--- src/rtl/rvh_pmp_check_sched.sv ---
// rtl/rvh_pmp_check_sched.sv - round-robin scheduler sharing one PMP check port among requesters
// Accepts one request, drives a one-cycle check, returns the resolved fault to the requester.
module rvh_pmp_check_sched #(
  parameter int REQ_NUM     = 3,
  parameter int ENTRY_NUM   = 16,
  parameter int PADDR_WIDTH = 56
) (
  input  logic                           clk,
  input  logic                           rstn,
  input  logic [REQ_NUM-1:0]             req_vld_i,
  input  logic [REQ_NUM*PADDR_WIDTH-1:0] req_paddr_i,
  input  logic [REQ_NUM*2-1:0]           req_access_type_i,
  input  logic [REQ_NUM-1:0]             req_priv_m_i,
  output logic [REQ_NUM-1:0]             req_rdy_o,
  output logic [REQ_NUM-1:0]             resp_vld_o,
  output logic                           resp_fault_o,
  input  logic [REQ_NUM-1:0]             resp_rdy_i,
  input  logic                           flush_i,
  output logic                           permission_check_vld_o,
  output logic [PADDR_WIDTH-1:0]         permission_check_paddr_o,
  output logic [1:0]                     permission_check_access_type_o,
  input  logic [ENTRY_NUM-1:0]           entry_match_i,
  input  logic [ENTRY_NUM-1:0]           entry_fail_i,
  input  logic [ENTRY_NUM-1:0]           entry_lock_i
);

  localparam int PTR_W = $clog2(REQ_NUM);

  typedef enum logic [1:0] {IDLE, CHECK, RESP} state_t;

  state_t                 state_q, state_d;
  logic [PTR_W-1:0]       ptr_q, grant_q, grant_idx, ptr_next;
  logic                   grant_found, grant_take;
  logic [PADDR_WIDTH-1:0] paddr_q;
  logic [1:0]             type_q;
  logic                   priv_m_q, fault_q, fault_d;
  logic                   hit, hit_fail, hit_lock;
  int                     idx;

  // Scan from the round-robin pointer upward with wrap-around.
  always_comb begin
    grant_found = 1'b0;
    grant_idx   = '0;
    idx         = 0;
    for (int i = 0; i < REQ_NUM; i++) begin
      idx = (int'(ptr_q) + i) % REQ_NUM;
      if (!grant_found && req_vld_i[idx]) begin
        grant_found = 1'b1;
        grant_idx   = PTR_W'(idx);
      end
    end
  end

  assign ptr_next = (grant_idx == PTR_W'(REQ_NUM - 1)) ? '0 : grant_idx + 1'b1;

  // Walk high to low so the lowest-numbered matching entry is left standing.
  always_comb begin
    hit      = 1'b0;
    hit_fail = 1'b0;
    hit_lock = 1'b0;
    for (int i = ENTRY_NUM - 1; i >= 0; i--) begin
      if (entry_match_i[i]) begin
        hit      = 1'b1;
        hit_fail = entry_fail_i[i];
        hit_lock = entry_lock_i[i];
      end
    end
    if (type_q == 2'd3)          fault_d = 1'b1;
    else if (!hit)               fault_d = ~priv_m_q;
    else if (priv_m_q && !hit_lock) fault_d = 1'b0;
    else                         fault_d = hit_fail;
  end

  always_comb begin
    state_d    = state_q;
    grant_take = 1'b0;
    case (state_q)
      IDLE: begin
        if (grant_found && !flush_i) begin
          grant_take = 1'b1;
          state_d    = CHECK;
        end
      end
      CHECK:   state_d = flush_i ? IDLE : RESP;
      RESP:    if (flush_i || resp_rdy_i[grant_q]) state_d = IDLE;
      default: state_d = IDLE;
    endcase
  end

  always_ff @(posedge clk or negedge rstn) begin
    if (!rstn) begin
      state_q  <= IDLE;
      ptr_q    <= '0;
      grant_q  <= '0;
      paddr_q  <= '0;
      type_q   <= '0;
      priv_m_q <= 1'b0;
      fault_q  <= 1'b0;
    end else begin
      state_q <= state_d;
      if (grant_take) begin
        ptr_q    <= ptr_next;
        grant_q  <= grant_idx;
        paddr_q  <= req_paddr_i[int'(grant_idx)*PADDR_WIDTH +: PADDR_WIDTH];
        type_q   <= req_access_type_i[int'(grant_idx)*2 +: 2];
        priv_m_q <= req_priv_m_i[grant_idx];
      end
      if (state_q == CHECK && !flush_i) fault_q <= fault_d;
    end
  end

  always_comb begin
    req_rdy_o  = '0;
    resp_vld_o = '0;
    if (grant_take)       req_rdy_o[grant_idx] = 1'b1;
    if (state_q == RESP)  resp_vld_o[grant_q]  = 1'b1;
  end

  assign resp_fault_o                   = (state_q == RESP) & fault_q;
  assign permission_check_vld_o         = (state_q == CHECK);
  assign permission_check_paddr_o       = paddr_q;
  assign permission_check_access_type_o = type_q;

endmodule

--- config.mk ---
export PLATFORM = sky130hd
export DESIGN_NAME = rvh_pmp_check_sched
export DESIGN_NICKNAME = d
export VERILOG_FILES = /design/src/rtl/rvh_pmp_check_sched.sv
export SDC_FILE = /design/constraint.sdc
export NUM_CORES = 1
export LEC_CHECK = 0
export BUFFER_PORTS_ARGS = -buffer_cell sky130_fd_sc_hd__buf_2
export CORE_AREA = 2 2 117 119
export CTS_CLUSTER_SIZE = 14
export DETAILED_ROUTE_END_ITERATION = 7
export DIE_AREA = 0 0 119 121
export GPL_TIMING_DRIVEN = 0
export PLACE_DENSITY = 0.69
export SETUP_SLACK_MARGIN = 0.3
export SLEW_MARGIN = 20
export SYNTH_ARGS = -nofsm -noshare
export SYNTH_HDL_FRONTEND = slang
export SYNTH_SLANG_ARGS = --single-unit
--- constraint.sdc ---
create_clock -name clk -period 2.4 [get_ports clk]
set_input_delay 0.24 -clock clk [delete_from_list [all_inputs] [get_ports clk]]
set_output_delay 0.24 -clock clk [all_outputs]
set_load 0.02 [all_outputs]
# Word level (Yosys, flattened, before mapping)

Index checks and enable logic that the tools add are counted.

Add/subtract/negate cells: 3
Multiply operators: 1
Div/mod/pow operators: 3
$lt $le $gt $ge: 7
Equal/unequal tests: 6
Shifts and indexed selects: 2
Muxes and demuxes: 83
Bitwise logic cells: 2
Reduce and logical (&&, ||, !) cells: 14

Operator list:

| cell                    | count |
|---|---|
| $shiftx A168 B9 Y56     | 1 |
| $lt A32 B4 Y1 const B   | 3 |
| $mux W1                 | 66 |
| $mod A32 B3 Y32 const B | 2 |
| $mod A3 B3 Y32 const B  | 1 |
| $mux W2                 | 7 |
| $bmux W1 S2             | 5 |
| $logic_and A1 B1 Y1     | 7 |
| $eq A2 B2 Y1 const B    | 3 |
| $lt A2 B3 Y1 const B    | 2 |
| $mux W3                 | 2 |
| $pmux W2 S3             | 1 |
| $shiftx A6 B4 Y2        | 1 |
| $mul A2 B3 Y5 const B   | 1 |
| $demux W1 S2            | 2 |
| $ge A2 B1 Y1 const B    | 2 |
| $logic_not A1 Y1        | 4 |
| $ne A2 B2 Y1 const B    | 2 |
| $add A2 B1 Y3 const B   | 1 |
| $add A2 B2 Y3 const B   | 1 |
| $add A2 B1 Y2 const B   | 1 |
| $eq A2 B1 Y1 const B    | 1 |
| $logic_not A2 Y1        | 1 |
| $reduce_and A2 Y1       | 1 |
| 3 further kinds         | 3 |

Register bits: 66
Latch bits: 0
Bits in writable memories: 0
ROM bits: 0
Input bits: 234
Output and inout bits: 66
Logic and storage cells: 128
Memories kept: 0

# Longest topological paths before layout

Word-level depth: 21
Depth in mapped cells: 10
Depth with buffers taken out: 7

# Worst setup path after synthesis

OpenSTA, ideal clock, no wires.

Path kind: reg-to-output
Start point: register ptr_q[0]
End point: output port req_rdy_o[0]
Arrival: 2.082 ns
Required time: 2.160 ns
Path slack: 0.078 ns
Stages on the path, launching flop included: 9
Buffers on the path: 2
Path through: dfrtp_1 inv_1 ha_1 nor2b_1 o21ai_1 a21o_1 buf_4 clkbuf_1 nor3b_2

Longest elaborated chain between the ends: 16
Elaborated cells between the ends (all ways): 33
Those cells by class: 2 x add/sub; 3 x div; 2 x order compare; 20 x mux; 6 x reduce/logical

Ends and longest elaborated chain:

| element                                                  | RTL line | RTL |
|---|---|---|
| from (decl)                                              | 32       | `logic [PTR_W-1:0] ptr_q, grant_q, grant_idx, ptr_next;` |
| from (signal assigned)                                   | 102      | `ptr_q <= ptr_next;` |
| branches (longest 15 deep; another with $mod A32 B3 Y32) | n/a      |  |
| $mux W3 *                                                | 115      | `if (grant_take) req_rdy_o[grant_idx] = 1'b1;` |
| to (decl)                                                | 14       | `output logic [REQ_NUM-1:0] req_rdy_o,` |

Every way passes the cells marked *. The select of a mux whose other input is x is not followed.

# Final worst setup path

Start point: register ptr_q[0]
End point: output port req_rdy_o[1]

Same word-level chain as after synthesis.

==> impl_metrics.toml <==
[die]
dieArea_mm2 = 0.0144
die_h_um = 121
die_w_um = 119
rows = 42
initial_core_util = 0.357
fp.coreArea_mm2 = 0.0131
io-pin-count = 300

[global_routing]
antenna_found_initial = 0
grt_pass1_vias = 5770
grt_max_degree = 35
grt_pass1_wl_mm = 28.0
grt_overflow = 0
grtUsageTotal = 0.245

[final_layout]
drive_gt1_frac = 0.596
fin_util = 0.657
area_delta_synth_final_pct = 83.8
final_nets = 1152
antenna_cells = 0
fin_area_mm2 = 0.00859
layout_commonest_cell = "buf_2"
most-common-layout-cells = "296 x buf_2, 70 x inv_1, 65 x dfrtp_1"

[hold_path]
hold_class = "primary input to register"
worstHoldPathCells = 2
holdCritStartpoint = "flush_i"

[logic_synthesis]
syn_inst = 582
ys_seq_area_frac = 0.353
synth_edf_count = 0
mappedNetlistArea_mm2 = 0.00467
ys_types = 49
synth_nets = 818
yosys_most_used_dff = "dfrtp_1"
syn_area_per_cell_um2 = 8.03
synthArstFlopShare = 1.00
ys_ff_latch = 66
yosysWarnings = 0

[worst_setup_path]
path_class = "register to output pin"
cp-startpoint = "ptr_q[0]"
worstSetupStartpointType = "register"
r2r_cells = 12
reg2reg_from = "ptr_q[0]"
worstPathRequired_ps = 2160
critPathMaxFanout = 7
worst_setup_path_end_kind = "output pin"
cp.arrival_ps = 2330

[routing]
vias = 5918
via_per_inst = 5.40
drc_errors = 0
dr.pass1.iters = 5
totalWireLength_mm = 20.3
antenna_left = 0
initialDrtViolationCount = 231
wl_per_cell_um = 18.5

[power_and_ir_drop]
ir_drop_uv = 820
p_per_area_mw_per_mm2 = 1310
leakage_nw = 4.04

[timing]
fin_crit_ps = 2570
slew_viol_final = 0
hold_ws_ps = 103
timing.fmax_mhz = 390
clock_skew_ps = 7.59
rsz0062_at_grt = "true"
final_hold_viol_count = 0
worst_pin_slew_ps = 850
post-route-period-util = 1.07
setup_ws_ps = -167
setup_violations = 2
maxSlewHeadroom = 0.434

[placed_design]
dp_hpwl_mm = 13.6
placed_area_mm2 = 0.00644
port-buffer-count = 299
place_congestion = 0.880

[cts]
cts.clk_slew.worst_paths_ps = 50
cts_sinks = 66
cts_tree = "yes"
cts_made_buffers = 9
cts_root_buffer = "clkbuf_16"
clk_latency_ps = 330
cts.path.max_buffers = 2
cts_htree_levels = 3

[status]
outcome = "complete, but fails checks"
violations = "setup timing"

[flow_run]
drv_cap = 0
==> per-stage QoR <==
step / setup TNS [ps] / std cells / power [mW] / setup WS (ps)
after detailed placement: -16660 / 1058 / 6.92 / -390
after global placement: -12190 / 1057 / 6.87 / -333
after CTS: -324 / 1077 / 8.83 / -171
after global routing: -463 / 1096 / 11.9 / -235
final: -313 / 1096 / 11.3 / -167
after floorplan: 0 / 582 / 5.33 / 319
==> cells by family after synthesis <==
| group | Yosys count | synth area share |
|---|---|---|
| flops | 66 | 0.353 |
| buf+inv | 126 | 0.109 |
| simple gates | 162 | 0.152 |
| fa+ha+maj | 3 | 0.00776 |
| mux | 1 | 0.00214 |
| compound gates | 224 | 0.376 |
==> final timing paths <==
kind / endpoint / slack, ps
max in group asynchronous: ptr_q[0] / 1420
min reg2reg: permission_check_paddr_o[55] / 470
min: state_q[1] / 100
max reg2reg: permission_check_paddr_o[27] / 140
max: req_rdy_o[1] / -170
min in group asynchronous: permission_check_paddr_o[13] / 410
==> critical path: stages, from the launching register on <==
cell,delay (ps)
dfrtp_2,440
inv_2,70
ha_4,210
nor2b_4,140
o211a_1,230
o21a_1,190
buf_8,130
or3_4,410
inv_4,60
buf_6,100
==> layer usage <==
metal	GRT usage	routed length [µm]	vias to the layer above
met5	0	0	-
met4	0.0670	606	0
met3	0.0620	1460	49
met2	0.461	10700	267
met1	0.272	7560	2853
li1	-	-	2749
==> area by class of cell <==
| class | instances | area, µm² |
|---|---|---|
| buffer | 51 | 583 |
| inverter | 74 | 282 |
| fill | 1035 | 4490 |
| tap | 176 | 220 |
| clock buffer | 12 | 246 |
| multi-input combinational | 390 | 3680 |
| timing repair buffer | 324 | 1880 |
| sequential | 66 | 1650 |
| clock inverter | 3 | 40.0 |
==> cell usage after synthesis (3+ instances only) <==
library cell,n,area share
o21ai_1,3,0.0032
inv_1,73,0.059
buf_2,7,0.0075
a211oi_1,121,0.19
nor2_1,67,0.054
a21oi_1,5,0.0054
a21o_1,6,0.0096
nor4_1,3,0.0040
nand2b_1,8,0.011
o31ai_1,38,0.061
nor2b_1,4,0.0054
o31ai_2,20,0.054
nor3_1,4,0.0043
o21ai_0,9,0.0096
dfrtp_1,66,0.35
nand2_1,63,0.051
clkbuf_1,38,0.031
buf_6,3,0.0072
and3b_1,3,0.0056
a221oi_1,3,0.0056
==> flip-flops by register name, summed over array words and instances (netlist names) <==
register,flops
fault_q,1
grant_q,2
permission_check_access_type_o,2
permission_check_paddr_o,56
priv_m_q,1
ptr_q,2
state_q,2
==> report_power, final <==
| group | internal (mW) | leakage, nW | switching (mW) |
|---|---|---|---|
| clock network | 0.824 | 0.142 | 0.491 |
| logic | 3.39 | 3.08 | 4.57 |
| registers | 1.67 | 0.820 | 0.323 |
==> timing repair <==
item,in CTS,in global routing
endpoints found under the setup margin,67,66
buffers inserted,4,13
pin swaps,11,48
resized for setup,108,289
hold buffers,1,0
hold endpoints to repair,33,0
gates cloned,0,6
(Power assumes the default switching activity.)
